$ cat src/rtl/multifunction_barrel_shifter_pipe.sv
// Pipelined ROR/ROL/LSR/ASR barrel shifter, one register stage per amount bit, valid/ready on both sides.
// Optional zero/carry flag outputs are enabled by defining BARREL_SHIFTER_FLAGS_EN.
module multifunction_barrel_shifter_pipe #(
   parameter int DATA_W = 8,
   parameter int AMT_W  = 3
) (
   input  logic              clk,
   input  logic              reset_n,
   input  logic              in_valid,
   output logic              in_ready,
   input  logic [DATA_W-1:0] a,
   input  logic [AMT_W-1:0]  amt,
   input  logic [1:0]        mode,
   output logic              y_valid,
   input  logic              y_ready,
   output logic [DATA_W-1:0] y,
   output logic              busy
`ifdef BARREL_SHIFTER_FLAGS_EN
   ,
   output logic              zero_flag,
   output logic              carry_flag
`endif
);

   localparam logic [1:0] MODE_ROR = 2'b00;
   localparam logic [1:0] MODE_ROL = 2'b01;
   localparam logic [1:0] MODE_LSR = 2'b10;

   if ((DATA_W < 2) || ((1 << AMT_W) != DATA_W)) begin : g_param_check
      $error("multifunction_barrel_shifter_pipe: AMT_W must equal log2(DATA_W), DATA_W >= 2");
   end

   logic             advance;
   logic [AMT_W-1:0] vld_pipe;

   // Global stall: every stage moves together, bubbles are kept.
   assign advance  = ~y_valid | y_ready;
   assign in_ready = advance;

   for (genvar k = 0; k < AMT_W; k++) begin : g_st
      localparam int SH = 1 << k;

      logic              vld_i, sign_i;
      logic [DATA_W-1:0] data_i, data_n;
      logic [AMT_W-1:0]  amt_i;
      logic [1:0]        mode_i;
      logic              vld_q, sign_q;
      logic [DATA_W-1:0] data_q;
      logic [AMT_W-1:0]  amt_q;
      logic [1:0]        mode_q;
`ifdef BARREL_SHIFTER_FLAGS_EN
      logic              carry_i, carry_n, carry_q;
`endif

      if (k == 0) begin : g_src
         assign vld_i  = in_valid;
         assign data_i = a;
         assign amt_i  = amt;
         assign mode_i = mode;
         assign sign_i = a[DATA_W-1];
`ifdef BARREL_SHIFTER_FLAGS_EN
         assign carry_i = 1'b0;
`endif
      end else begin : g_link
         assign vld_i  = g_st[k-1].vld_q;
         assign data_i = g_st[k-1].data_q;
         assign amt_i  = g_st[k-1].amt_q;
         assign mode_i = g_st[k-1].mode_q;
         assign sign_i = g_st[k-1].sign_q;
`ifdef BARREL_SHIFTER_FLAGS_EN
         assign carry_i = g_st[k-1].carry_q;
`endif
      end

      // ASR fills from the carried original sign, not from the current MSB.
      always_comb begin
         data_n = data_i;
         if (amt_i[k]) begin
            case (mode_i)
               MODE_ROR: data_n = (data_i >> SH) | (data_i << (DATA_W - SH));
               MODE_ROL: data_n = (data_i << SH) | (data_i >> (DATA_W - SH));
               MODE_LSR: data_n = data_i >> SH;
               default:  data_n = (data_i >> SH) | (sign_i ? ~({DATA_W{1'b1}} >> SH) : '0);
            endcase
         end
      end

      always_ff @(posedge clk or negedge reset_n) begin
         if (!reset_n) begin
            vld_q  <= 1'b0;
            data_q <= '0;
            amt_q  <= '0;
            mode_q <= '0;
            sign_q <= 1'b0;
         end else if (advance) begin
            vld_q  <= vld_i;
            data_q <= data_n;
            amt_q  <= amt_i;
            mode_q <= mode_i;
            sign_q <= sign_i;
         end
      end

`ifdef BARREL_SHIFTER_FLAGS_EN
      // Last bit leaving the word at this step; the final active step wins.
      always_comb begin
         carry_n = carry_i;
         if (amt_i[k])
            carry_n = (mode_i == MODE_ROL) ? data_i[DATA_W-SH] : data_i[SH-1];
      end

      always_ff @(posedge clk or negedge reset_n) begin
         if (!reset_n)
            carry_q <= 1'b0;
         else if (advance)
            carry_q <= carry_n;
      end
`endif

      assign vld_pipe[k] = vld_q;

      logic unused_ok;
      assign unused_ok = ^{amt_q, mode_q, sign_q};
   end

   assign y       = g_st[AMT_W-1].data_q;
   assign y_valid = vld_pipe[AMT_W-1];
   assign busy    = |vld_pipe;

`ifdef BARREL_SHIFTER_FLAGS_EN
   logic zero_q;

   always_ff @(posedge clk or negedge reset_n) begin
      if (!reset_n)
         zero_q <= 1'b0;
      else if (advance)
         zero_q <= (g_st[AMT_W-1].data_n == '0);
   end

   assign zero_flag  = zero_q;
   assign carry_flag = g_st[AMT_W-1].carry_q;
`endif

endmodule
$ cat config.mk
export PLATFORM = sky130hd
export DESIGN_NAME = multifunction_barrel_shifter_pipe
export DESIGN_NICKNAME = d
export VERILOG_FILES = /design/src/rtl/multifunction_barrel_shifter_pipe.sv
export SDC_FILE = /design/constraint.sdc
export NUM_CORES = 1
export LEC_CHECK = 0
export CORE_MARGIN = 4
export CORE_UTILIZATION = 55
export DETAILED_ROUTE_END_ITERATION = 16
export PLACE_DENSITY_LB_ADDON = 0.12
export SLEW_MARGIN = 25
export SYNTH_ARGS = -nofsm -noshare
export SYNTH_HDL_FRONTEND = slang
export SYNTH_SLANG_ARGS = --single-unit
$ cat constraint.sdc
create_clock -name clk -period 1.8 [get_ports clk]
set_input_delay 0.54 -clock clk [delete_from_list [all_inputs] [get_ports clk]]
set_output_delay 0.54 -clock clk [all_outputs]
set_load 0.01 [all_outputs]
==> metrics.cfg, run 1 <==
[run_status]
status = complete, no violations

[global_route]
grt_pass1_vias = 1469
grt_first_pass_wirelength_um = 6230
grt.overflow.total = 0
gr-usage-all-layers = 0.189
grt_max_degree = 39
antenna_found_initial = 0

[floorplanning]
placeableCoreArea_um2 = 3100
die_w_um = 65.4
ios = 28
die_area_um2 = 4270
start_util = 0.583
die_h_um = 65.4
fp-row-count = 20

[placement]
dp.cells = 255
globalplace.congestion = 0.885
dpl-instance-area_um2 = 2130
place_hpwl_um = 2620
pre_cts_slack_ns = -0.381
port_buffers = 27

[setup_path]
worstPathCellList = or3_1, buf_2
crit_path_top_delay_cell = dfrtp_1
crit_fanout = 2
criticalPathCategory = reg -> out
crit_path_start_kind = flip-flop
setup.worst_path.end_class = primary output
slowest_delay_ns = 0.39
path_delay_family = flip-flops
critPathBufInv = 1
cp.required_ns = 1.26
critPathArrivalTime_ns = 1.24

[detailed_routing]
wire_per_inst_um = 13.4
drt-initial-drc-count = 58
postRouteAntennaNets = 0
vias = 1474
drc_errors = 0
firstDrtPassIters = 6
drt-vias-per-instance = 5.52
wirelength_um = 3570

[yosys]
yosysSeqAreaShare = 0.498
syn_nets = 207
synth_most_common_cell = nand2_1
synthAdderAreaFrac = 0
yosysTopAreaCellShare = 0.498
synth_area_leaders = dfrtp_1 50%, nand2_1 12%, mux2i_1 10%
synth_cell_types = 26
synth.area.mux_share = 0.114
syn-cell-area_um2 = 1810
synth_warnings = 0
synth_simple_gate_area_frac = 0.223
synth_top_family_by_area = simple AND/OR/NAND/NOR gates
synth_common_cells = 57 x nand2_1, 36 x dfrtp_1, 18 x mux2i_1
synthFlopType = dfrtp_1
synthArstFlopShare = 1.00
synth-xor-area-share = 0
synth_edf_count = 0
avgSynthCellArea_um2 = 9.53
netlist_instances = 190
synth_top_area_cell = dfrtp_1
synth-compound-area-share = 0.123
ys_ff_latch = 36

[cells_and_area]
synthToLayoutAreaGrowth_pct = 23.8
utilization = 0.722
fin_cells = 267
n_fill_cell = 264
drive_above_1_share = 0.108
finalInstanceArea_um2 = 2240
diodes = 0
nets = 240

[clock_network]
cts_hold_buf = 0
cts_tree = done
clock_latency_ns = 0.33
htreeDepth = 2
cts.path.max_buffers = 2
cts_buffers = 5
cts_sinks = 36
clk_pin_slew_ns = 0.10
ctsRootBufferMaster = clkbuf_4

[timing]
slew_violations = 0
min_period_ns = 1.78
tns_ns = 0
fmax_ghz = 0.561
setup_viol = 0
skew_ns = 0.00228
max_slew_margin = 0.732
timing.final.ws_setup_ns = 0.0165
hold_viol = 0
worstMarginPinSlew_ns = 0.402
post-route-period-util = 0.991
rsz0062_at_grt = yes

[pwr]
p_leak_nw = 1.13
power.density_nw_per_um2 = 1270
vdd_drop_max_v = 0.00110

[min_path]
hp-class = reg -> reg

[flow_run]
maxCapViolations = 0

## state kept, by name (all words and copies together) (netlist names)
register and flops:
g_st.amt_q 3, g_st.data_q 16, g_st.mode_q 4, g_st.sign_q 2
g_st.vld_q 2, y 8, y_valid 1
## final timing paths
path | startpoint | endpoint | slack [ns] | depth (start not counted)
max in group asynchronous | reset_n | y[2]$_DFFE_PN0P_ | 1.06 | 2
setup / recovery | g_st[1].vld_q$_DFFE_PN0P_ | busy | 0.02 | 2
min in group asynchronous | reset_n | g_st[1].amt_q[2]$_DFFE_PN0P_ | 0.56 | 2
setup reg to reg | y_valid$_DFFE_PN0P_ | g_st[0].data_q[3]$_DFFE_PN0P_ | 0.17 | 8
hold reg to reg | g_st[0].amt_q[2]$_DFFE_PN0P_ | g_st[0].amt_q[2]$_DFFE_PN0P_ | 0.47 | 2
hold / removal | g_st[0].amt_q[2]$_DFFE_PN0P_ | g_st[0].amt_q[2]$_DFFE_PN0P_ | 0.47 | 2
## kinds of logic (layout without fill, tap and decap cells)
| logic type | after synthesis | count (layout) |
|---|---|---|
| buf+inv | 13 | 46 |
| simple gates | 87 | 87 |
| compound gates | 34 | 34 |
| mux | 20 | 20 |
| flops | 36 | 36 |
## worst register-to-register path: stages, from the launching register on
cell	delay, ns
dfrtp_1	0.41
nor2b_2	0.17
buf_4	0.13
buf_4	0.12
buf_4	0.12
buf_4	0.12
buf_4	0.24
nand2_1	0.13
o211ai_1	0.09
## stage by stage
stage,hold slack (ns),total power [W]
5_1_grt,0.487,0.00309
3_3_place_gp,0.449,0.00236
6_report,0.474,0.00286
2_1_floorplan,0.244,0.00201
3_5_place_dp,0.455,0.00242
4_1_cts,0.478,0.00289
## repair_timing
| action | 4_1_cts | 5_1_grt |
|---|---|---|
| setup endpoints to repair | 4 | 8 |
| pin swaps | 1 | 0 |
| endpoints found under the hold margin | 0 | 0 |
| setup buffers | 4 | 1 |
| resized for setup | 12 | 7 |
## where the power goes
part,switching (W),total (W),internal (W)
Sequential,0.000249,0.00136,0.00111
Clock,0.000246,0.000468,0.000221
Combinational,0.000499,0.00103,0.000535
## layer usage
| metal | GRT usage | up-vias | wire length [um] |
|---|---|---|---|
| met5 | 0 | - | 0 |
| met4 | 0.0777 | 0 | 52 |
| met3 | 0.0547 | 6 | 188 |
| met2 | 0.348 | 32 | 1790 |
| met1 | 0.201 | 705 | 1540 |
| li1 | - | 731 | - |
## cell type report
cell class / instances / area, um^2 / share of cell area
sequential: 36 / 901 / 0.402
multi-input combinational: 141 / 832 / 0.371
timing repair buffer: 37 / 380 / 0.170
clock buffer: 7 / 65.1 / 0.0290
tap: 44 / 55.1 / 0.0246
inverter: 2 / 7.51 / 0.00335
## placed cells by master, fill, tap and decap left out, drive strengths merged
master,synthesis,routed
a21boi,1,1
a221oi,1,1
and3,4,4
buf,10,12
clkbuf,1,7
clkdlybuf4s50,0,15
dfrtp,36,36
dlygate4sd2,0,3
dlymetal6s2s,0,7
inv,2,2
mux2,2,2
mux2i,18,18
nand2,57,57
nand2b,7,7
nand3,8,8
nand3b,7,7
nand4b,1,1
nor2,1,1
nor2b,1,1
o211a,1,1
o211ai,14,14
o21ai,17,17
or3,1,1
Note: power is estimated with default switching activity, not from simulation.
==> run 2: changes to the inputs <==
--- a/config.mk
+++ b/config.mk
@@ -5,7 +5,6 @@
 export SDC_FILE = /design/constraint.sdc
 export NUM_CORES = 1
 export LEC_CHECK = 0
-export CORE_MARGIN = 4
 export CORE_UTILIZATION = 55
 export DETAILED_ROUTE_END_ITERATION = 16
 export PLACE_DENSITY_LB_ADDON = 0.12
==> metrics.cfg, run 2 (synthesis gave the netlist of run 1 again) <==
[run_status]
status = complete, no violations

[clock_network]
clk_pin_slew_ns = 0.09
cts.path.max_buffers = 2
htreeDepth = 2
cts_tree = done
cts_buffers = 5
cts_sinks = 36
clock_latency_ns = 0.33
ctsRootBufferMaster = clkbuf_4

[global_route]
antenna_found_initial = 0
grt_max_degree = 39
grt_pass1_vias = 1279
grt_first_pass_wirelength_um = 5460
grt.overflow.total = 0
gr-usage-all-layers = 0.209

[setup_path]
timing.rr.start = y_valid$_DFFE_PN0P_
crit_fanout = 3
reg2regPathDepth = 6
setup.worst_path.end_class = primary output
timing.rr.end = g_st[0].data_q[2]$_DFFE_PN0P_
critPathArrivalTime_ns = 1.22
crit_path_start_kind = flip-flop
rrSetupSlack_ns = 0.21
criticalPathCategory = reg -> out
cp.required_ns = 1.26

[floorplanning]
fp-row-count = 20
die_w_um = 59.4
die_h_um = 59.4
start_util = 0.588
ios = 28
placeableCoreArea_um2 = 3080
die_area_um2 = 3530

[cells_and_area]
diodes = 0
utilization = 0.711
largest_register_ffs = 16
n_fill_cell = 252
nets = 235
final_common_cell = nand2_1
top_register = g_st.data_q
synthToLayoutAreaGrowth_pct = 20.8
drive_above_1_share = 0.0822
finalInstanceArea_um2 = 2190
layout_common_cells = 57 x nand2_1, 36 x dfrtp_1, 18 x mux2i_1, 17 x clkdlybuf4s50_1, 16 x o21ai_0

[timing]
max_slew_margin = 0.724
min_period_ns = 1.76
setup_viol = 0
tns_ns = 0
rsz0062_at_grt = yes
skew_ns = 0.00643
post-route-period-util = 0.979
whs_ns = 0.478
fmax_ghz = 0.568
worstMarginPinSlew_ns = 0.415
slew_violations = 0
hold_viol = 0

[placement]
place_hpwl_um = 2400
dpl-instance-area_um2 = 2110
port_buffers = 27
globalplace.congestion = 0.864

[flow_run]
maxCapViolations = 0

[min_path]
worstHoldStart = g_st[1].sign_q$_DFFE_PN0P_
hp-class = reg -> reg
min_delay_path_depth = 2
holdPathEnd = g_st[1].sign_q$_DFFE_PN0P_

[detailed_routing]
drt-vias-per-instance = 5.37
wire_per_inst_um = 12.5
firstDrtPassIters = 4
drt-initial-drc-count = 53
vias = 1411
drc_errors = 0
postRouteAntennaNets = 0
wirelength_um = 3280

[pwr]
p_leak_nw = 1.08
fin_total_pwr_w = 0.00280
power.density_nw_per_um2 = 1280
vdd_drop_max_v = 0.00103

[run 2: critical path, cell delays in order, from the launching register on]
cell and delay (ns):
dfrtp_1 0.39, or3_1 0.36, buf_2 0.14
[run 2: power by group]
group          total [W]  switching [W]  internal [W]  leakage (nW)
sequential       0.00136       0.000257       0.00111         0.440
combinational    0.00100       0.000483      0.000522         0.610
clock           0.000434       0.000241      0.000193        0.0326
total            0.00280       0.000980       0.00182          1.08
[run 2: final cells by class]
cell class              instances  area (um^2)  share of cell area
inverters                       2         7.51             0.00343
multi-input cells             141          832               0.380
well taps                      44         55.1              0.0252
clock buffers                   8         58.8              0.0269
repair buffers                 32          333               0.152
flip-flops and latches         36          901               0.412
[run 2: per-stage QoR]
step,instances,setup WS [ns]
floorplan,190,0.342
global placement,254,-0.364
detailed placement,254,-0.383
CTS,263,0.0109
global route,263,-0.0157
finish,263,0.0386
[run 2: repair_timing]
action / 4_1_cts / 5_1_grt
hold buffers: 0 / 0
setup buffers: 1 / 0
pin swaps: 0 / 1
gates resized for setup: 10 / 7
gates cloned: 0 / 0
setup endpoints to repair: 2 / 8
[run 2: routing by layer]
| metal | part of all wire | wire [um] | track usage | vias up |
|---|---|---|---|---|
| li1 | - | - | - | 717 |
| met1 | 0.45 | 1470 | 0.228 | 662 |
| met2 | 0.50 | 1660 | 0.380 | 27 |
| met3 | 0.034 | 111 | 0.0611 | 5 |
| met4 | 0.013 | 42 | 0.0748 | 0 |
| met5 | 0 | 0 | 0 | - |
[run 2: how the worst max path moves through the flow]
stage,start,slack (ns),cells after the start,endpoint
2_1_floorplan,y_ready,0.34,3,in_ready
5_1_grt,g_st[1].vld_q$_DFFE_PN0P_,-0.02,2,busy
4_1_cts,y_valid$_DFFE_PN0P_,0.01,1,y_valid
3_5_place_dp,y_ready,-0.38,4,in_ready
6_report,g_st[1].vld_q$_DFFE_PN0P_,0.04,2,busy
3_3_place_gp,y_ready,-0.36,4,in_ready
==> run 3: changes to the inputs <==
--- a/config.mk
+++ b/config.mk
@@ -7,7 +7,8 @@
 export LEC_CHECK = 0
 export CORE_UTILIZATION = 55
 export DETAILED_ROUTE_END_ITERATION = 16
-export PLACE_DENSITY_LB_ADDON = 0.12
+export PLACE_DENSITY = 0.77
+export REMOVE_ABC_BUFFERS = 1
 export SLEW_MARGIN = 25
 export SYNTH_ARGS = -nofsm -noshare
 export SYNTH_HDL_FRONTEND = slang
==> metrics.cfg, run 3 (synthesis gave the netlist of run 1 again) <==
[floorplanning]
die_h_um = 59.4
start_util = 0.588
die_w_um = 59.4
placeableCoreArea_um2 = 3080
ios = 28
die_area_um2 = 3530
fp-row-count = 20

[pwr]
clkPwrFrac = 0.192
intPower_w = 0.00190
power.density_nw_per_um2 = 1320
switching_share = 0.350
p_sw_w = 0.00102
seqPwrFrac = 0.466
p_leak_nw = 1.10
vdd_drop_max_v = 0.000778
comb_power_share = 0.342

[clock_network]
cts_hold_buf = 0
ctsRootBufferMaster = clkbuf_4
htreeDepth = 2
cts_buffers = 5
clk_pin_slew_ns = 0.11
cts_tree = done
clock_latency_ns = 0.35
cts.path.max_buffers = 2
cts_sinks = 36

[timing]
slew_violations = 0
fmax_ghz = 0.564
post-route-period-util = 0.985
hold_viol = 0
timing.final.ws_setup_ns = 0.0263
worstMarginPinSlew_ns = 0.404
min_period_ns = 1.77
rsz0062_at_grt = yes
max_slew_margin = 0.731
skew_ns = 0.0108
setup_viol = 0

[min_path]
hp-class = reg -> reg
holdPathEnd = g_st[1].mode_q[0]$_DFFE_PN0P_
worstHoldStart = g_st[1].mode_q[0]$_DFFE_PN0P_
min_delay_path_depth = 2

[setup_path]
timing.rr.end = g_st[0].data_q[1]$_DFFE_PN0P_
timing.rr.start = y_valid$_DFFE_PN0P_
cp.required_ns = 1.26
crit_start = g_st[1].vld_q$_DFFE_PN0P_
setup.worst_path.end_class = primary output
reg2regPathDepth = 5
rrSetupSlack_ns = 0.32
crit_fanout = 2
crit_path_start_kind = flip-flop
criticalPathCategory = reg -> out
critPathArrivalTime_ns = 1.23

[cells_and_area]
drive_above_1_share = 0.0909
multi_input_area_um2 = 832
seqCellArea_um2 = 901
n_fill_cell = 241
diodes = 0
nets = 236
fin_cells = 264
final_common_cell = nand2_1
largest_register_ffs = 16
top_register = g_st.data_q
synthToLayoutAreaGrowth_pct = 22.2
layout_common_cells = 57 x nand2_1, 36 x dfrtp_1, 18 x mux2i_1, 16 x o21ai_0, 15 x clkdlybuf4s50_1

[detailed_routing]
drc_errors = 0
postRouteAntennaNets = 0
drt-vias-per-instance = 5.46
wirelength_um = 3590
wire_per_inst_um = 13.6
highest_layer = met4
vias = 1441
met1Wirelength_um = 1500
drt-initial-drc-count = 34
firstDrtPassIters = 4
met2RoutedLength_um = 1870
wl_met3_um = 157

[global_route]
grt_pass1_vias = 1411
grt_max_degree = 39
antenna_found_initial = 0
grt_first_pass_wirelength_um = 6220
grt.overflow.total = 0
gr-usage-all-layers = 0.241

[placement]
port_buffers = 27
globalplace.congestion = 0.865
pre_cts_slack_ns = -0.377
dp.cells = 255
place_hpwl_um = 2580

[flow_run]
maxCapViolations = 0

[run_status]
status = complete, no violations

[run 3: cell count changes in the layout (fill, tap and decap cells not counted)]
cell and change:
dlygate4sd2_1 +3, clkdlybuf4s50_1 -2, buf_12 +1, buf_2 +1
buf_6 -1, bufinv_16 +1, clkbuf_1 -1, clkbuf_8 -1
clkinv_2 +1, dlymetal6s2s_1 -1
[run 3: through the flow]
| stage | hold slack [ns] | TNS [ns] | total power [W] | cell area, um^2 | util |
|---|---|---|---|---|---|
| after floorplan | 0.244 | -10.74 | 0.00195 | 1740 | - |
| after global placement | 0.450 | -1.70 | 0.00236 | 2130 | 0.691 |
| after detailed placement | 0.458 | -2.56 | 0.00242 | 2130 | 0.691 |
| after CTS | 0.481 | 0 | 0.00294 | 2190 | 0.711 |
| after global routing | 0.503 | -0.0134 | 0.00313 | 2210 | 0.719 |
| final | 0.482 | 0 | 0.00292 | 2210 | 0.719 |
[run 3: cell type report]
cell class                      count  share of cell area
Inverter                            2             0.00339
Sequential cell                    36               0.407
Clock inverter                      2              0.0158
Clock buffer                        6              0.0187
Multi-Input combinational cell    141               0.376
Timing Repair Buffer               33               0.154
Tap cell                           44              0.0249
[run 3: metal layers]
| layer | vias to the layer above | GRT usage |
|---|---|---|
| li1 | 718 | - |
| met1 | 675 | 0.269 |
| met2 | 39 | 0.427 |
| met3 | 9 | 0.0677 |
| met4 | 0 | 0.102 |
| met5 | - | 0 |
[run 3: power by group through the flow]
stage / Combinational (W) / Clock (W) / Sequential (W)
after floorplan: 0.000581 / 0 / 0.00137
after CTS: 0.00101 / 0.000562 / 0.00137
final: 0.000998 / 0.000560 / 0.00136
after global placement: 0.000996 / 0 / 0.00137
after global routing: 0.00114 / 0.000589 / 0.00141
after detailed placement: 0.00104 / 0 / 0.00138
[run 3: worst max-delay path by stage]
stage / end / slack (ns) / cells past startpoint
floorplan: in_ready / -0.45 / 2
detailed placement: in_ready / -0.38 / 4
global placement: in_ready / -0.38 / 4
finish: busy / 0.03 / 2
CTS: y[3] / 0.003 / 1
global route: busy / -0.01 / 2
[run 3: critical path, stage by stage (launching register included)]
cell,delay (ns)
dfrtp_1,0.39
or3_1,0.35
buf_2,0.14
[run 3: repair_timing]
| action | CTS | global route |
|---|---|---|
| hold endpoints to repair | 0 | 0 |
| buffers inserted | 0 | 1 |
| gates resized for setup | 12 | 6 |
| endpoints found under the setup margin | 5 | 7 |
| pin swaps | 0 | 1 |
